[config.mk]
export PLATFORM = sky130hd
export DESIGN_NAME = accum_warp_fetch_coalescer
export DESIGN_NICKNAME = d
export VERILOG_FILES = /design/src/rtl/accum_warp_fetch_coalescer_pkg.sv /design/src/rtl/accum_warp_fetch_coalescer_line_table.sv /design/src/rtl/accum_warp_fetch_coalescer.sv
export SDC_FILE = /design/constraint.sdc
export NUM_CORES = 1
export LEC_CHECK = 0
export CAP_MARGIN = 20
export CORE_MARGIN = 8
export CORE_UTILIZATION = 55
export DETAILED_ROUTE_END_ITERATION = 7
export GPL_ROUTABILITY_DRIVEN = 1
export PLACE_DENSITY = 0.87
export REMOVE_ABC_BUFFERS = 1
export SETUP_SLACK_MARGIN = 0.05
export SYNTH_ARGS = -nofsm -noshare
export SYNTH_HDL_FRONTEND = slang
export SYNTH_SLANG_ARGS = --single-unit
[constraint.sdc]
create_clock -name i_clk -period 5.77 [get_ports i_clk]
set_input_delay 1.4425 -clock i_clk [delete_from_list [all_inputs] [get_ports i_clk]]
set_output_delay 1.4425 -clock i_clk [all_outputs]
set_load 0.01 [all_outputs]
[src/rtl/accum_warp_fetch_coalescer_pkg.sv]
// TauCfg: shared configuration constants and the line-table entry type
// for the accumulator warp fetch coalescer.
package TauCfg;

  localparam int unsigned N_ICFG         = 4;
  localparam int unsigned GLOBAL_ADDR_BW = 16;
  localparam int unsigned WORK_BW        = 8;
  localparam int unsigned VDIM           = 2;
  localparam int unsigned LINE_BW        = 5;
  localparam int unsigned LINE_ADDR_BW   = GLOBAL_ADDR_BW - LINE_BW;

  // One table slot: whether a line is remembered, and which line it is.
  typedef struct packed {
    logic                    valid;
    logic [LINE_ADDR_BW-1:0] line;
  } line_entry_t;

  // Saturating 32-bit increment used by the optional statistics counters.
  function automatic logic [31:0] sat_inc(input logic [31:0] value);
    return (value == '1) ? value : value + 32'd1;
  endfunction

endpackage

[src/rtl/accum_warp_fetch_coalescer_line_table.sv]
// accum_fetch_line_table: per-config "last line fetched" memory.
// Combinational read port, synchronous write/clear port, synchronous reset
// that invalidates every entry. Out-of-range read indices return an
// invalid entry.
module accum_fetch_line_table
  import TauCfg::*;
#(
  parameter int unsigned N_CFG  = N_ICFG,
  parameter int unsigned IDX_BW = $clog2(N_ICFG + 1)
) (
  input  logic                    clk,
  input  logic                    rst,
  input  logic [IDX_BW-1:0]       rd_idx,
  output line_entry_t             rd_entry,
  input  logic                    wr_en,
  input  logic                    wr_clr,
  input  logic [IDX_BW-1:0]       wr_idx,
  input  logic [LINE_ADDR_BW-1:0] wr_line
);

  line_entry_t tbl [N_CFG];

  // Read port: select the addressed entry, invalid if nothing matches.
  always_comb begin
    rd_entry = '0;
    for (int unsigned i = 0; i < N_CFG; i++) begin
      if (rd_idx == IDX_BW'(i)) begin
        rd_entry = tbl[i];
      end
    end
  end

  // Write port: clear on end of sweep, otherwise record the new line.
  always_ff @(posedge clk) begin
    for (int unsigned i = 0; i < N_CFG; i++) begin
      if (rst) begin
        tbl[i] <= '0;
      end else if (wr_en && (wr_idx == IDX_BW'(i))) begin
        if (wr_clr) begin
          tbl[i].valid <= 1'b0;
        end else begin
          tbl[i].valid <= 1'b1;
          tbl[i].line  <= wr_line;
        end
      end
    end
  end

endmodule

[src/rtl/accum_warp_fetch_coalescer.sv]
// accum_warp_fetch_coalescer: splits each warp request's linear address into
// line + in-line offset and flags whether the line must be fetched, based on
// the last line seen for the same config id. Single output register with
// full-throughput valid/ack handshake.
// Optional feature: define ACCUM_FETCH_STAT_EN to add saturating fetch and
// coalesce counters (o_n_fetch, o_n_coalesce).
module accum_warp_fetch_coalescer #(
  parameter  int unsigned N_CFG   = TauCfg::N_ICFG,
  parameter  int unsigned ABW     = TauCfg::GLOBAL_ADDR_BW,
  parameter  int unsigned LINE_BW = TauCfg::LINE_BW,
  parameter  int unsigned WBW     = TauCfg::WORK_BW,
  parameter  int unsigned VDIM    = TauCfg::VDIM,
  localparam int unsigned NCFG_BW = $clog2(N_CFG + 1),
  localparam int unsigned LA_BW   = ABW - LINE_BW
) (
  input  logic                     i_clk,
  input  logic                     i_rst,
  input  logic                     src_rdy,
  output logic                     src_ack,
  input  logic [NCFG_BW-1:0]       i_id,
  input  logic [ABW-1:0]           i_linear,
  input  logic [VDIM-1:0][WBW-1:0] i_bofs,
  input  logic                     i_retire,
  input  logic                     i_islast,
  output logic                     dst_rdy,
  input  logic                     dst_ack,
  output logic [NCFG_BW-1:0]       o_id,
  output logic [LA_BW-1:0]         o_line,
  output logic [LINE_BW-1:0]       o_lofs,
  output logic                     o_fetch,
  output logic [VDIM-1:0][WBW-1:0] o_bofs,
  output logic                     o_retire,
  output logic                     o_islast
`ifdef ACCUM_FETCH_STAT_EN
  ,
  output logic [31:0]              o_n_fetch,
  output logic [31:0]              o_n_coalesce
`endif
);

  logic               in_range;
  logic               hit;
  logic               fetch_next;
  logic               tbl_wr_en;
  logic [LA_BW-1:0]   line_in;
  logic [LINE_BW-1:0] lofs_in;
  TauCfg::line_entry_t rd_entry;

  assign line_in = i_linear[ABW-1:LINE_BW];
  assign lofs_in = i_linear[LINE_BW-1:0];

  // Lookup and handshake: ids outside the table always fetch and never touch it.
  always_comb begin
    in_range   = (i_id < NCFG_BW'(N_CFG));
    hit        = in_range & rd_entry.valid & (rd_entry.line == line_in);
    fetch_next = ~hit;
    src_ack    = src_rdy & (~dst_rdy | dst_ack);
    tbl_wr_en  = src_ack & in_range;
  end

  accum_fetch_line_table #(
    .N_CFG  (N_CFG),
    .IDX_BW (NCFG_BW)
  ) u_line_table (
    .clk      (i_clk),
    .rst      (i_rst),
    .rd_idx   (i_id),
    .rd_entry (rd_entry),
    .wr_en    (tbl_wr_en),
    .wr_clr   (i_islast),
    .wr_idx   (i_id),
    .wr_line  (line_in)
  );

  // Output register: load on accept, drop valid once downstream takes it.
  always_ff @(posedge i_clk) begin
    if (i_rst) begin
      dst_rdy  <= 1'b0;
      o_id     <= '0;
      o_line   <= '0;
      o_lofs   <= '0;
      o_fetch  <= 1'b0;
      o_bofs   <= '0;
      o_retire <= 1'b0;
      o_islast <= 1'b0;
    end else if (src_ack) begin
      dst_rdy  <= 1'b1;
      o_id     <= i_id;
      o_line   <= line_in;
      o_lofs   <= lofs_in;
      o_fetch  <= fetch_next;
      o_bofs   <= i_bofs;
      o_retire <= i_retire;
      o_islast <= i_islast;
    end else if (dst_ack) begin
      dst_rdy  <= 1'b0;
    end
  end

`ifdef ACCUM_FETCH_STAT_EN
  // Statistics: count accepted requests by fetch/coalesce outcome, saturating.
  always_ff @(posedge i_clk) begin
    if (i_rst) begin
      o_n_fetch    <= '0;
      o_n_coalesce <= '0;
    end else if (src_ack) begin
      if (fetch_next) begin
        o_n_fetch <= TauCfg::sat_inc(o_n_fetch);
      end else begin
        o_n_coalesce <= TauCfg::sat_inc(o_n_coalesce);
      end
    end
  end
`endif

endmodule

== Word-level counts from Yosys, hierarchy flattened ==
Memory sizes are Yosys's and may differ from the RTL's.
Index checks and enable logic that the tools add are counted.
Word-level totals
  flip-flop bits (word level): 39
  RAM bits: 48
  input bits: 41
  word-level logic and storage cells: 86
  memories: 1
Operators by class
  magnitude comparators: 1
  eq/ne operators: 4
  multiplexer cells: 46
  bitwise operators: 19
  reduce and logical (&&, ||, !) cells: 6
Memories
  u_line_table.tbl: depth 4, bits a word 12, read ports 4, clocked after Yosys merged registers in 0, wr ports 4, line accum_warp_fetch_coalescer_line_table.sv:21  | line_entry_t tbl [N_CFG];
Operators by type and width (count)
  12-bit two-way mux: 4
  11-bit two-way mux: 4
  1-bit two-way mux: 38
  1-bit OR: 13
  11-bit == test: 1
  3-bit by 2-bit == test with 1-bit output (second input constant): 2
  1-bit AND: 4
  1-bit logical AND: 4
  3-bit by 1-bit == test with 1-bit output (second input constant): 1
  3-bit zero test: 1
  3-bit less-than comparator (second input constant): 1
  1-bit NOT: 2
  2-bit nonzero test: 1

== Depth between registers and ports, before layout ==
  depth in word-level cells: 10
  depth in mapped cells: 8

== Hierarchy ==
From an unflattened synthesis, not the netlist that was laid out.
Unflattened totals
  cell total of the unflattened synthesis: 360
  area total of the unflattened synthesis: 3981.3 um2
By module, submodules not included
  accum_fetch_line_table: instances 1, cells each 175, area each 2323.5 um2
  accum_warp_fetch_coalescer: instances 1, cells each 185, area each 1657.8 um2

== Worst setup path after synthesis ==
OpenSTA, ideal clock, no wires.
  kind: input -> output
  from: in dst_ack
  to: out src_ack
  data arrival time: 2.025 ns
  data required time: 4.328 ns
  setup slack: 2.302 ns
  stages on the path: 4
  buffers on the path: 1
  path through: nand2b_1 -> nand2_1 -> inv_1 -> clkbuf_1
Between the ends
  cells in the longest elaborated chain, start to end: 2
Ends and longest elaborated chain
  start: declaration: line accum_warp_fetch_coalescer.sv:26  | input logic dst_ack,
  1-bit OR: line accum_warp_fetch_coalescer.sv:57  | src_ack = src_rdy & (~dst_rdy | dst_ack);
  1-bit AND: line accum_warp_fetch_coalescer.sv:57
  end: declaration: line accum_warp_fetch_coalescer.sv:19  | output logic src_ack,
Every way passes these cells.

== Worst setup path after layout ==
Same ends and word-level chain as after synthesis.

==> metrics.md <==
| Metric | Value |
|---|---|
| Reg2reg end | `u_line_table.tbl[0][5]` |
| Post-route cell area | `4837 sq um` |
| WL met3 | `between 400 and 500 microns` |
| Port buffer count | `80` |
| Core Footprint | `about 6700 sq um` |
| CP delay by family, top | `buffers and inverters` |
| First-pass GRT wire length | `between 10000 and 15000 microns` |
| Final setup violation count | `0` |
| Mapped Cells | `341` |
| Row cnt | `30` |
| Placer Congestion | `0.7573` |
| Gr ovfl total | `0` |
| Ratio of cells with drive above 1 in the final layout | `7.109%` |
| Gr usage total | `18.93%` |
| Period minus WS final | `4.584 ns` |
| Met1 WL | `3557 microns` |
| Worst R2R Path Depth | `7` |
| Initial DRC Count | `about 180` |
| Commonest cells after routing, fill and taps aside | `79 x clkdlybuf4s50_1, 78 x nand2_1, 48 x edfxtp_1` |
| Hold buffer count at cts | `0` |
| Hold EP | `o_line[6]` |
| Min-delay src | `o_line[6]` |
| Setup_tns | `0 ns` |
| Largest net degree at the start of global routing | `between 50 and 60` |
| Sequential-to-total area share from yosys stat | `58.59%` |
| DR DRC count | `0` |
| Routed length per placed instance | `17.97 microns` |
| Commonest non-fill, non-tap cell in the layout | `clkdlybuf4s50_1` |
| Pwr dens | `approximately 260 nW/um^2` |
| Final Max Slew Viols | `0` |
| Crit path capture type | `output pin` |
| Initial Util | `56.44%` |
| Critical path's slowest cell | `clkdlybuf4s50_1` |
| Post-route ant nets | `0` |
| Final Hold Viols | `0` |
| Avg Inst Size Synth | `about 11 sq um` |
| CP required | `4.33 ns` |
| Setup repair bufs after CTS | `0` |
| Die Area | `9808 sq um` |
| Synth Register Bits | `87` |
| Post-synth top flop | `edfxtp_1` |
| Max IR drop VDD | `0.1739 mV` |
| Reg-to-reg setup timing slack | `3.24 ns` |
| CTS tree | `yes` |
| Most frequent cell on the critical path | `clkdlybuf4s50_1` |
| Met2 WL | `approximately 4700 microns` |
| Lkg Pwr | `1.835 nW` |
| Layout Nets | `between 400 and 500` |
| CTS Buf Count | `9` |
| Max layer used | `met4` |
| CP max stage delay | `0.64 ns` |
| Max Clk Rate | `218.2 MHz` |
| Clock Sinks | `87` |
| DR vias | `2844` |
| Vias in the first global route | `2860` |
| Status | `completed` |
| Clock latency on the worst-skew pair | `0.35 ns` |
| Area post-placement | `4633 sq um` |
| Worst path cell trace | `clkdlybuf4s50_1 > nand2b_1 > nand2_1 > inv_1 > buf_4 > clkdlybuf4s50_1` |
| Mapped Area | `3792 sq um` |
| Place WS | `around 1.2 ns` |
| Crit path arrival time | `3.14 ns` |
| Detail Placement HPWL | `6061 microns` |
| Io pins | `81` |
| Total power | `1.274 mW` |
| Die extent in x | `99.04 microns` |
| Least-Margin Pin Slew | `0.9854 ns` |
| Worst path bufs/invs | `4` |
| Hold depth | `2` |
| Die extent in y | `99.04 microns` |
| Vias per Instance | `5.665` |
| CP max FO | `39` |
| Initial antenna violation count | `0` |
| Final setup margin | `between 1 and 1.5 ns` |
| Pre-antenna DRT Iters | `4` |
| Setup CP Type | `primary input to output pin` |
| H-Tree Depth | `3` |
| Clk root buf | `clkbuf_8` |
| Area delta synth->final | `27.55%` |
| FF-to-FF Start | `dst_rdy` |
| Period utilization | `79.44%` |
| Hold crit path type | `register to register` |
| Yosys warnings | `0` |
| Slew HR | `33.70%` |
| Worst setup SP type | `primary input` |
| Cell variety after synth | `33` |
| EDFF count, synth | `48` |
| Antenna fix cells | `0` |
| Routed WL | `9020 microns` |
| Max-cap violations | `0` |
| Unrepaired setup endpoints after global routing | `false` |
| Clock Skew | `~0.0092 ns` |
| Reg clk slew, reported paths | `0.08 ns` |
| Synth async-reset ratio | `0%` |
| Clock Path Buffers | `2` |
| Post-CTS Resized | `0` |
tightest hold or removal path, stage by stage (launching register included):
cell and delay [ns]:
dfxtp_1 0.31, nand2_1 0.05, a21oi_1 0.05
worst max-delay path by stage:
stage	slack (ns)	start	endpoint	depth (start not counted)
floorplan	1.44	dst_ack	src_ack	3
global placement	1.23	dst_ack	src_ack	6
detailed placement	1.19	dst_ack	src_ack	6
CTS	1.19	dst_ack	src_ack	6
global route	1.10	dst_ack	src_ack	6
finish	1.19	dst_ack	src_ack	6
synth_stat cells (2+ instances only):
library cell / instances / area share [%]
mux4_1: 10 / 6.9
inv_1: 2 / 0.20
buf_1: 4 / 0.40
buf_6: 2 / 0.59
nand2b_1: 2 / 0.33
xnor2_1: 6 / 1.4
o311ai_0: 3 / 0.69
a21oi_1: 38 / 5.0
dfxtp_1: 39 / 21
a21o_1: 4 / 0.79
and2_1: 45 / 7.4
nor4_1: 2 / 0.33
nand4b_1: 3 / 0.69
nor4bb_1: 2 / 0.53
o21bai_1: 4 / 0.79
nor3_1: 3 / 0.40
mux4_2: 2 / 1.2
edfxtp_1: 48 / 38
nor2_1: 14 / 1.4
clkbuf_1: 15 / 1.5
o32ai_1: 2 / 0.46
a31oi_1: 2 / 0.33
nand2_1: 78 / 7.7
nand4_1: 2 / 0.33
logic make-up after synthesis:
| kind of cell | Yosys count | share of synthesized area, % |
|---|---|---|
| DFF | 87 | 58.59 |
| AOI/OAI and AO/OA | 55 | 8.413 |
| muxes | 12 | 8.116 |
| buffers and inverters | 25 | 3.200 |
| xor gates and xnor gates | 6 | 1.386 |
| and+or+nand+nor | 156 | 20.29 |
area by class of cell:
class	count	area [sq um]
clock buffer	11	162.7
inverter	2	7.507
timing repair buffer	88	855.8
multi-input combinational	229	1455
clock inverter	5	33.78
sequential	87	2222
fill	457	1882
tap	80	100.1
where the power goes:
group	total, mW	switching, mW	internal, mW
Clock	0.418	0.220	0.197
Sequential	0.689	0.0103	0.679
Combinational	0.167	0.0836	0.0838
state kept, by name, indices dropped and copies added, names as in the netlist:
signal and count:
o_line 11, o_islast 1, dst_rdy 1, o_id 3, o_fetch 1, o_lofs 5
o_retire 1, u_line_table.tbl 48, o_bofs 16
metal layers:
layer / GRT usage [%] / up-vias
met5: 0 / -
met4: 8.501 / 0
met3: 4.651 / 27
met2: 32.90 / 99
met1: 21.42 / 1362
li1: - / 1356
per-stage QoR:
step | instances | hold slack, ns | utilization, %
floorplan | 318 | 0.4745 | -
global placement | 485 | 0.4417 | 68.96
detailed placement | 485 | 0.4463 | 68.96
CTS | 501 | 0.4580 | 71.88
global route | 502 | 0.4733 | 71.99
finish | 502 | 0.4565 | 71.99
Power figures use the tool's default switching activity.
